`src/rtl/usb_tx_pkg.sv`:
```
// Shared types and constants for the USB 1.1 transmit-side arbiter.
package usb_tx_pkg;

    localparam int BYTE_W   = 8;
    localparam int REQ_HS   = 0;
    localparam int REQ_DATA = 1;

    typedef enum logic [2:0] {
        IDLE,
        GRANT,
        SEND,
        EOP_WAIT,
        GAP
    } state_e;

endpackage

```
`src/rtl/usb_tx_rr_pick.sv`:
```
// Two-way request selector: single requests win outright, a tie goes to the requester named by ptr.
module usb_tx_rr_pick
    import usb_tx_pkg::*;
(
    input  logic [1:0] req,
    input  logic       ptr,
    output logic [1:0] win
);

    always_comb begin
        win = 2'b00;
        if (req[REQ_HS] && req[REQ_DATA]) begin
            if (ptr) begin
                win[REQ_DATA] = 1'b1;
            end else begin
                win[REQ_HS] = 1'b1;
            end
        end else begin
            win = req;
        end
    end

endmodule

```
`src/rtl/usb_tx_arbiter.sv`:
```
// Shares the USB 1.1 PHY transmit path between a handshake/token requester and a data requester.
// Define USB_TX_ARB_RR_EN for round-robin tie-breaking; otherwise requester 0 always wins ties.
module usb_tx_arbiter
    import usb_tx_pkg::*;
#(
    parameter int GAP_CLKS  = 16,
    parameter int MAX_STALL = 64
) (
    input  logic              clk_i,
    input  logic              rst_i,
    input  logic [1:0]        req_i,
    input  logic [BYTE_W-1:0] data0_i,
    input  logic [BYTE_W-1:0] data1_i,
    input  logic [1:0]        valid_i,
    input  logic [1:0]        last_i,
    output logic [1:0]        ready_o,
    output logic [1:0]        gnt_o,
    input  logic              rx_active_i,
    output logic [BYTE_W-1:0] phy_data_o,
    output logic              phy_valid_o,
    input  logic              phy_ready_i,
    output logic              phy_last_o,
    input  logic              phy_eop_done_i,
    output logic              phy_oe_o,
    output logic              phy_abort_o,
    output logic              busy_o
);

    localparam int STALL_W = $clog2(MAX_STALL + 1);
    localparam int GAP_W   = $clog2(GAP_CLKS + 1);

    localparam logic [STALL_W-1:0] STALL_MAX  = STALL_W'(MAX_STALL);
    localparam logic [STALL_W-1:0] STALL_LAST = STALL_W'(MAX_STALL - 1);
    localparam logic [GAP_W-1:0]   GAP_LOAD   = GAP_W'(GAP_CLKS - 1);

    state_e             state_q, state_d;
    logic [1:0]         gnt_q, gnt_d;
    logic [STALL_W-1:0] stall_q, stall_d;
    logic [GAP_W-1:0]   gap_q, gap_d;

    logic              rr_ptr;
    logic [1:0]        winner;
    logic              g_idx;
    logic              g_req;
    logic              g_valid;
    logic              g_last;
    logic [BYTE_W-1:0] g_data;
    logic              xfer;
    logic              stall_expire;

    function automatic logic [STALL_W-1:0] stall_inc(input logic [STALL_W-1:0] c);
        return (c == STALL_MAX) ? c : c + STALL_W'(1);
    endfunction

    function automatic logic [GAP_W-1:0] gap_dec(input logic [GAP_W-1:0] c);
        return (c == '0) ? c : c - GAP_W'(1);
    endfunction

    usb_tx_rr_pick u_pick (
        .req (req_i),
        .ptr (rr_ptr),
        .win (winner)
    );

`ifdef USB_TX_ARB_RR_EN
    logic rr_ptr_q, rr_ptr_d;

    // After every packet that reaches GAP, prefer the requester that did not just own the bus.
    always_comb begin
        rr_ptr_d = rr_ptr_q;
        if (state_q != GAP && state_d == GAP) begin
            rr_ptr_d = ~g_idx;
        end
    end

    always_ff @(posedge clk_i) begin
        if (rst_i) begin
            rr_ptr_q <= 1'b0;
        end else begin
            rr_ptr_q <= rr_ptr_d;
        end
    end

    assign rr_ptr = rr_ptr_q;
`else
    assign rr_ptr = 1'b0;
`endif

    // Granted-requester view: gnt_q is one-hot, so bit 1 alone names the owner.
    assign g_idx   = gnt_q[REQ_DATA];
    assign g_req   = req_i[g_idx];
    assign g_valid = valid_i[g_idx];
    assign g_last  = last_i[g_idx];
    assign g_data  = g_idx ? data1_i : data0_i;

    assign xfer         = (state_q == SEND) && g_valid && phy_ready_i;
    assign stall_expire = (state_q == SEND) && !g_valid && (stall_q == STALL_LAST);

    always_comb begin
        state_d = state_q;
        gnt_d   = gnt_q;
        stall_d = stall_q;
        gap_d   = gap_q;
        unique case (state_q)
            IDLE: begin
                if ((|req_i) && !rx_active_i) begin
                    gnt_d   = winner;
                    state_d = GRANT;
                end
            end
            GRANT: begin
                stall_d = '0;
                if (!g_req) begin
                    gnt_d   = 2'b00;
                    state_d = IDLE;
                end else begin
                    state_d = SEND;
                end
            end
            SEND: begin
                if (g_valid) begin
                    stall_d = '0;
                    if (xfer && g_last) begin
                        state_d = EOP_WAIT;
                    end
                end else if (stall_expire) begin
                    gnt_d   = 2'b00;
                    gap_d   = GAP_LOAD;
                    state_d = GAP;
                end else begin
                    stall_d = stall_inc(stall_q);
                end
            end
            EOP_WAIT: begin
                if (phy_eop_done_i) begin
                    gnt_d   = 2'b00;
                    gap_d   = GAP_LOAD;
                    state_d = GAP;
                end
            end
            GAP: begin
                if (gap_q == '0) begin
                    state_d = IDLE;
                end else begin
                    gap_d = gap_dec(gap_q);
                end
            end
            default: begin
                gnt_d   = 2'b00;
                state_d = IDLE;
            end
        endcase
    end

    always_ff @(posedge clk_i) begin
        if (rst_i) begin
            state_q <= IDLE;
            gnt_q   <= 2'b00;
            stall_q <= '0;
            gap_q   <= '0;
        end else begin
            state_q <= state_d;
            gnt_q   <= gnt_d;
            stall_q <= stall_d;
            gap_q   <= gap_d;
        end
    end

    // Byte path is a straight pass-through while sending; everything is parked low otherwise.
    always_comb begin
        phy_data_o  = '0;
        phy_valid_o = 1'b0;
        phy_last_o  = 1'b0;
        ready_o     = 2'b00;
        if (state_q == SEND) begin
            phy_data_o  = g_data;
            phy_valid_o = g_valid;
            phy_last_o  = g_last;
            ready_o     = gnt_q & {2{phy_ready_i}};
        end
    end

    assign gnt_o       = gnt_q;
    assign phy_oe_o    = (state_q == GRANT) || (state_q == SEND) || (state_q == EOP_WAIT);
    assign phy_abort_o = stall_expire;
    assign busy_o      = (state_q != IDLE);

endmodule

```
`config.mk`:
```
export PLATFORM = sky130hd
export DESIGN_NAME = usb_tx_arbiter
export DESIGN_NICKNAME = d
export VERILOG_FILES = /design/src/rtl/usb_tx_pkg.sv /design/src/rtl/usb_tx_rr_pick.sv /design/src/rtl/usb_tx_arbiter.sv
export SDC_FILE = /design/constraint.sdc
export NUM_CORES = 1
export LEC_CHECK = 0
export ABC_AREA = 1
export CORE_ASPECT_RATIO = 0.5
export CORE_MARGIN = 4
export CORE_UTILIZATION = 45
export CTS_BUF_LIST = sky130_fd_sc_hd__clkbuf_4
export DETAILED_ROUTE_END_ITERATION = 10
export DONT_BUFFER_PORTS = 1
export PLACE_DENSITY = 0.65
export SKIP_CTS_REPAIR_TIMING = 1
export SLEW_MARGIN = 5
export SYNTH_ARGS = -nofsm -noshare
export SYNTH_HDL_FRONTEND = slang
export SYNTH_SLANG_ARGS = --single-unit
```
`constraint.sdc`:
```
create_clock -name clk_i -period 1.45 [get_ports clk_i]
set_input_delay 0.29 -clock clk_i [delete_from_list [all_inputs] [get_ports clk_i]]
set_output_delay 0.29 -clock clk_i [all_outputs]
set_load 0.02 [all_outputs]
```
==> flow_summary.toml, run 1 <==
[outcome]
status = "finished with violations"
violated_checks = "setup timing"

[clocking]
worst_skew_late_latency_ps = 290
number_of_levels_the_h_tree_was_split_into = 1
clock_sink_count = 17
clk_transition_reported_paths_ps = 110
cts_tree = "yes"
cts_root_buf = "sky130_fd_sc_hd__clkbuf_4"
cts.path.max_buffers = 2
cts_inserted_buffers = 3

[yosys]
netlist_area_um2 = 1410
synth.ff_latch_count = 17
synth.lib_cells_used.distinct = 23
net_count_after_synthesis = 269
post_synth_fa_ha_maj_area_fraction_pct = 2.67
ys_seq_area_share_pct = 24.2
yosys.area_share.xor_xnor_pct = 0
synthCells = 239
synth.mux.area_fraction_pct = 0
synth_top_family_by_area = "simple AND/OR/NAND/NOR gates"
ys_warn_count = 0
synth_top_area_cell = "sky130_fd_sc_hd__dfxtp_1"
post_synth_and_or_nand_nor_area_fraction_pct = 53.7
synthTopCellsByArea = "sky130_fd_sc_hd__dfxtp_1, sky130_fd_sc_hd__nand2_1, sky130_fd_sc_hd__nor2_1, sky130_fd_sc_hd__inv_1, sky130_fd_sc_hd__nand3_1"
synth_compound_gate_area_share_pct = 8.19
synth_area_per_cell_um2 = 5.88
netlist.area_leader.share_pct = 24.2

[die]
chipHeight_um = 47.5
rows = 13
boundaryPins = 44
core_area_um2 = 2780
die_w_um = 87.0
design.die.area_um2 = 4130
start_util_pct = 50.5

[power_and_ir_drop]
p_per_area_nw_per_um2 = 1760
ir_worst_vdd_uv = 1010
leakagePower_nw = 0.939
power.total_w = 0.00352

[layout]
syn2layout_area_growth_pct = 42.5
multi_input_gate_area_in_the_final_layout_um2 = 1110
fin_nets = 306
antennaDiodeCount = 0
layoutNonFillerInstCount = 312
drive_above_1_share_pct = 41.8
sequential_cell_area_um2 = 359
final_cell_area_um2 = 2000
fillers = 217

[route]
average_via_count_per_standard_cell = 5.21
drt_first_pass_iters = 4
ant_nets = 0
wl_mm = 4.17
drc = 0
wl_per_cell_um = 13.4
num_vias = 1626
detail_route.iter0.violations = 77

[timing]
worst_slew_margin_rel_pct = 73.7
skew_ps = 4.24
fmax_mhz = 627
timing_max_transition_violations_final = 0
tightest_pin_transition_ps = 395
fin_crit_ps = 1590
setup_violations = 20
final.period_utilization_pct = 110
final_hold_viol_count = 0
final.setup.tns_ps = -1700
worst_setup_slack_final_ps = -145
rsz0062_at_grt = "yes"

[job]
max-cap-violations = 0

[setup_path]
timing.setup.critical_path_class = "reg -> out"
path_max_fanout = 13
worstSetupStartpointType = "register"
critPathArrivalTime_ps = 1300
endpoint_kind = "output pin"
required_ps = 1160

[place]
post-place-cells = 291
place.detailed.hpwl_mm = 2.65
place_congestion = 0.866
placed_cell_area_um2 = 1600
port-buffer-count = 0

[global_route]
grt.overflow.total = 0
grt_max_degree = 15
grt_util_all_layers_pct = 16.3
grt_pass1_vias = 1237
grt_pass1_wl_mm = 5.24
antenna_found_initial = 0

[min_path]
hold_class = "in -> reg"
==> layer usage <==
layer	wire, um	GRT usage [%]
met5	0	0
met4	17	2.48
met3	216	4.47
met2	2190	29.9
met1	1750	20.2
==> flip-flops by register name (all words and copies together), names as in the netlist <==
signal / count
stall_q: 7
gap_q: 5
state_q: 3
gnt_o: 2
==> placed cells by master (no fill, tap or decap), types with 8 or more instances in the layout <==
cell / count
sky130_fd_sc_hd__a21oi_1: 12
sky130_fd_sc_hd__nand3_1: 22
sky130_fd_sc_hd__dfxtp_1: 10
sky130_fd_sc_hd__nand2_4: 8
sky130_fd_sc_hd__nor2_4: 9
sky130_fd_sc_hd__nor2_1: 29
sky130_fd_sc_hd__nand2_1: 53
sky130_fd_sc_hd__buf_4: 28
sky130_fd_sc_hd__inv_1: 25
sky130_fd_sc_hd__nand2_2: 17
==> worst max-delay path: stages (launching register included) <==
cell                      delay [ps]
sky130_fd_sc_hd__dfxtp_4         380
sky130_fd_sc_hd__inv_6            80
sky130_fd_sc_hd__nand3_4         100
sky130_fd_sc_hd__buf_12          170
sky130_fd_sc_hd__a21oi_1         120
sky130_fd_sc_hd__buf_4           160
==> layout make-up <==
class                   instances  share of cell area [%]
multi-input cells             183                    55.3
flip-flops and latches         17                    17.9
repair buffers                 36                    15.9
inverters                      35                    7.19
well taps                      37                    2.31
clock buffers                   3                    1.13
clock inverters                 1                   0.250
==> final timing paths <==
check	slack, ps	to	start	depth (start not counted)
setup reg to reg	-60	stall_q[1]	stall_q[0]	10
hold reg to reg	460	stall_q[6]	stall_q[6]	2
setup / recovery	-140	phy_data_o[5]	state_q[2]	5
hold / removal	40	stall_q[3]	rst_i	1
==> synthesized netlist by cell type (all sizes together) <==
library cell,number
inv,35
o31ai,1
or2,2
o21bai,1
nor3,1
dfxtp,17
a21oi,18
buf,4
o21ai,2
nand3,27
nand4,5
clkbuf,1
nor2,44
ha,3
nand2,78
==> metrics by stage <==
step	utilization (%)	setup WS, ps	hold WS [ps]
after floorplan	-	-15.8	359
final	72.0	-145	36.7
after global placement	57.5	52.3	363
after global routing	72.0	-217	17.1
after detailed placement	57.5	-4.42	364
after CTS	58.5	-313	34.6
==> cell families after synthesis <==
| logic type | after synthesis |
|---|---|
| buffers and inverters | 40 |
| and+or+nand+nor | 157 |
| adders and majority gates | 3 |
| DFF | 17 |
| AOI/OAI and AO/OA | 22 |
==> power by group <==
group | internal [W] | switching (W) | leakage [nW] | total, W
clock | 0.000103 | 0.000160 | 0.0177 | 0.000263
combinational | 0.000983 | 0.00155 | 0.778 | 0.00254
sequential | 0.000606 | 0.000115 | 0.143 | 0.000721
(Power assumes the default switching activity.)
==> inputs of run 2 (changes only) <==
- PLACE_DENSITY: 0.65 -> 0.63
- clock period: 1.45 -> 1.7 ns (I/O delays scaled with it)
==> flow_summary.toml, run 2 (synthesis results as in run 1) <==
[outcome]
status = "finished, final reports clean"

[timing]
timing_max_transition_violations_final = 0
fin_crit_ps = 1660
setup_violations = 0
skew_ps = 8.46
whs_ps = 78.5
final_hold_viol_count = 0
tightest_pin_transition_ps = 380
worst_setup_slack_final_ps = 41.8
final.period_utilization_pct = 97.5
rsz0062_at_grt = "yes"
worst_slew_margin_rel_pct = 74.6
fmax_mhz = 603
final.setup.tns_ps = 0

[place]
port-buffer-count = 0
place_congestion = 0.911
post-place-cells = 285
place.detailed.hpwl_mm = 2.80
pre_cts_ws_ps = 161

[clocking]
number_of_levels_the_h_tree_was_split_into = 1
worst_skew_late_latency_ps = 300
cts_inserted_buffers = 3
clock_sink_count = 17
cts_root_buf = "sky130_fd_sc_hd__clkbuf_4"
cts.path.max_buffers = 2
cts_tree = "yes"
clk_transition_reported_paths_ps = 110

[global_route]
antenna_found_initial = 0
grt_util_all_layers_pct = 17.5
grt_pass1_vias = 1250
grt_max_degree = 17
grt.overflow.total = 0
grt_pass1_wl_mm = 5.60

[setup_path]
worstSetupStartpointType = "register"
critPathSlowestCell = "sky130_fd_sc_hd__dfxtp_4"
path_max_fanout = 7
cp_slowest_stage_delay_ps = 370
required_ps = 1360
endpoint_kind = "output pin"
critPathArrivalTime_ps = 1320
timing.setup.critical_path_class = "reg -> out"
worstRegToRegCells = 10
crit_chain = "inv_4 > nand3_4 > buf_4 > a21oi_1 > buf_4"
worst_path_most_repeated_cell = "sky130_fd_sc_hd__buf_4"

[die]
die_w_um = 87.0
boundaryPins = 44
core_area_um2 = 2780
design.die.area_um2 = 4130
chipHeight_um = 47.5
rows = 13
start_util_pct = 50.5

[min_path]
worstHoldPathCells = 1
hold_class = "in -> reg"

[layout]
regMostFlops = "stall_q"
syn2layout_area_growth_pct = 21.0
drive_above_1_share_pct = 25.5
largest_registers = "stall_q (7), gap_q (5), state_q (3)"
mostFrequentLayoutCell = "sky130_fd_sc_hd__nand2_1"
fillers = 276
layout_common_cells = "sky130_fd_sc_hd__nand2_1, sky130_fd_sc_hd__nor2_1, sky130_fd_sc_hd__inv_1"
antennaDiodeCount = 0
layoutNonFillerInstCount = 300
fin_nets = 294
largest_register_ffs = 7

[route]
wl_per_cell_um = 12.3
num_vias = 1490
ant_nets = 0
detail_route.iter0.violations = 78
average_via_count_per_standard_cell = 4.97
drt_first_pass_iters = 4
drc = 0
wl_mm = 3.69

[power_and_ir_drop]
p_per_area_nw_per_um2 = 1570
ir_worst_vdd_uv = 750
leakagePower_nw = 0.841
power.total_w = 0.00267

[job]
max-cap-violations = 0
==> run 2: cell types whose count changed in the layout (fill, tap and decap cells not counted), sizes merged <==
cell,change
buf,-11
clkbuf,+1
clkinv,-1
nand3,-1
==> run 2: worst paths after layout <==
| path | startpoint | slack (ps) | to |
|---|---|---|---|
| max | state_q[0] | 40 | phy_data_o[2] |
| min | rst_i | 80 | stall_q[2] |
| max reg2reg | stall_q[0] | 190 | gap_q[4] |
| min reg2reg | stall_q[6] | 450 | stall_q[6] |
==> run 2: routing by layer <==
metal	global-route usage, %	vias up	wire [um]	part of all wire (%)
met4	4.04	0	40	1.1
met3	5.67	7	343	9.3
met1	20.5	646	1590	43
li1	-	794	-	-
met2	32.4	43	1720	47
met5	0	-	0	0
==> run 2: where the power goes <==
group / internal (W) / switching [W] / total (W)
logic: 0.000671 / 0.00111 / 0.00179
registers: 0.000517 / 0.000118 / 0.000635
clock network: 0.000108 / 0.000139 / 0.000247
==> run 2: layout make-up <==
class                   instances  area [um^2]  share of cell area (%)
flip-flops and latches         17          357                    21.0
clock buffers                   4         30.0                    1.77
inverters                      35          139                    8.17
well taps                      37         46.3                    2.72
multi-input cells             182          933                    54.9
repair buffers                 25          195                    11.5
==> run 2: stage by stage <==
step	util (%)	area [um^2]
floorplan	-	1410
global placement	55.0	1530
detailed placement	55.0	1530
CTS	56.1	1560
global route	61.1	1700
finish	61.1	1700
==> run 2: worst max-delay path: cells and delay by family (launching register included) <==
family / cells / cell delay, ps
flip-flops: 1 / 370
AO/OA/AOI/OAI: 1 / 110
AND/OR/NAND/NOR: 1 / 130
buffers and inverters: 3 / 410
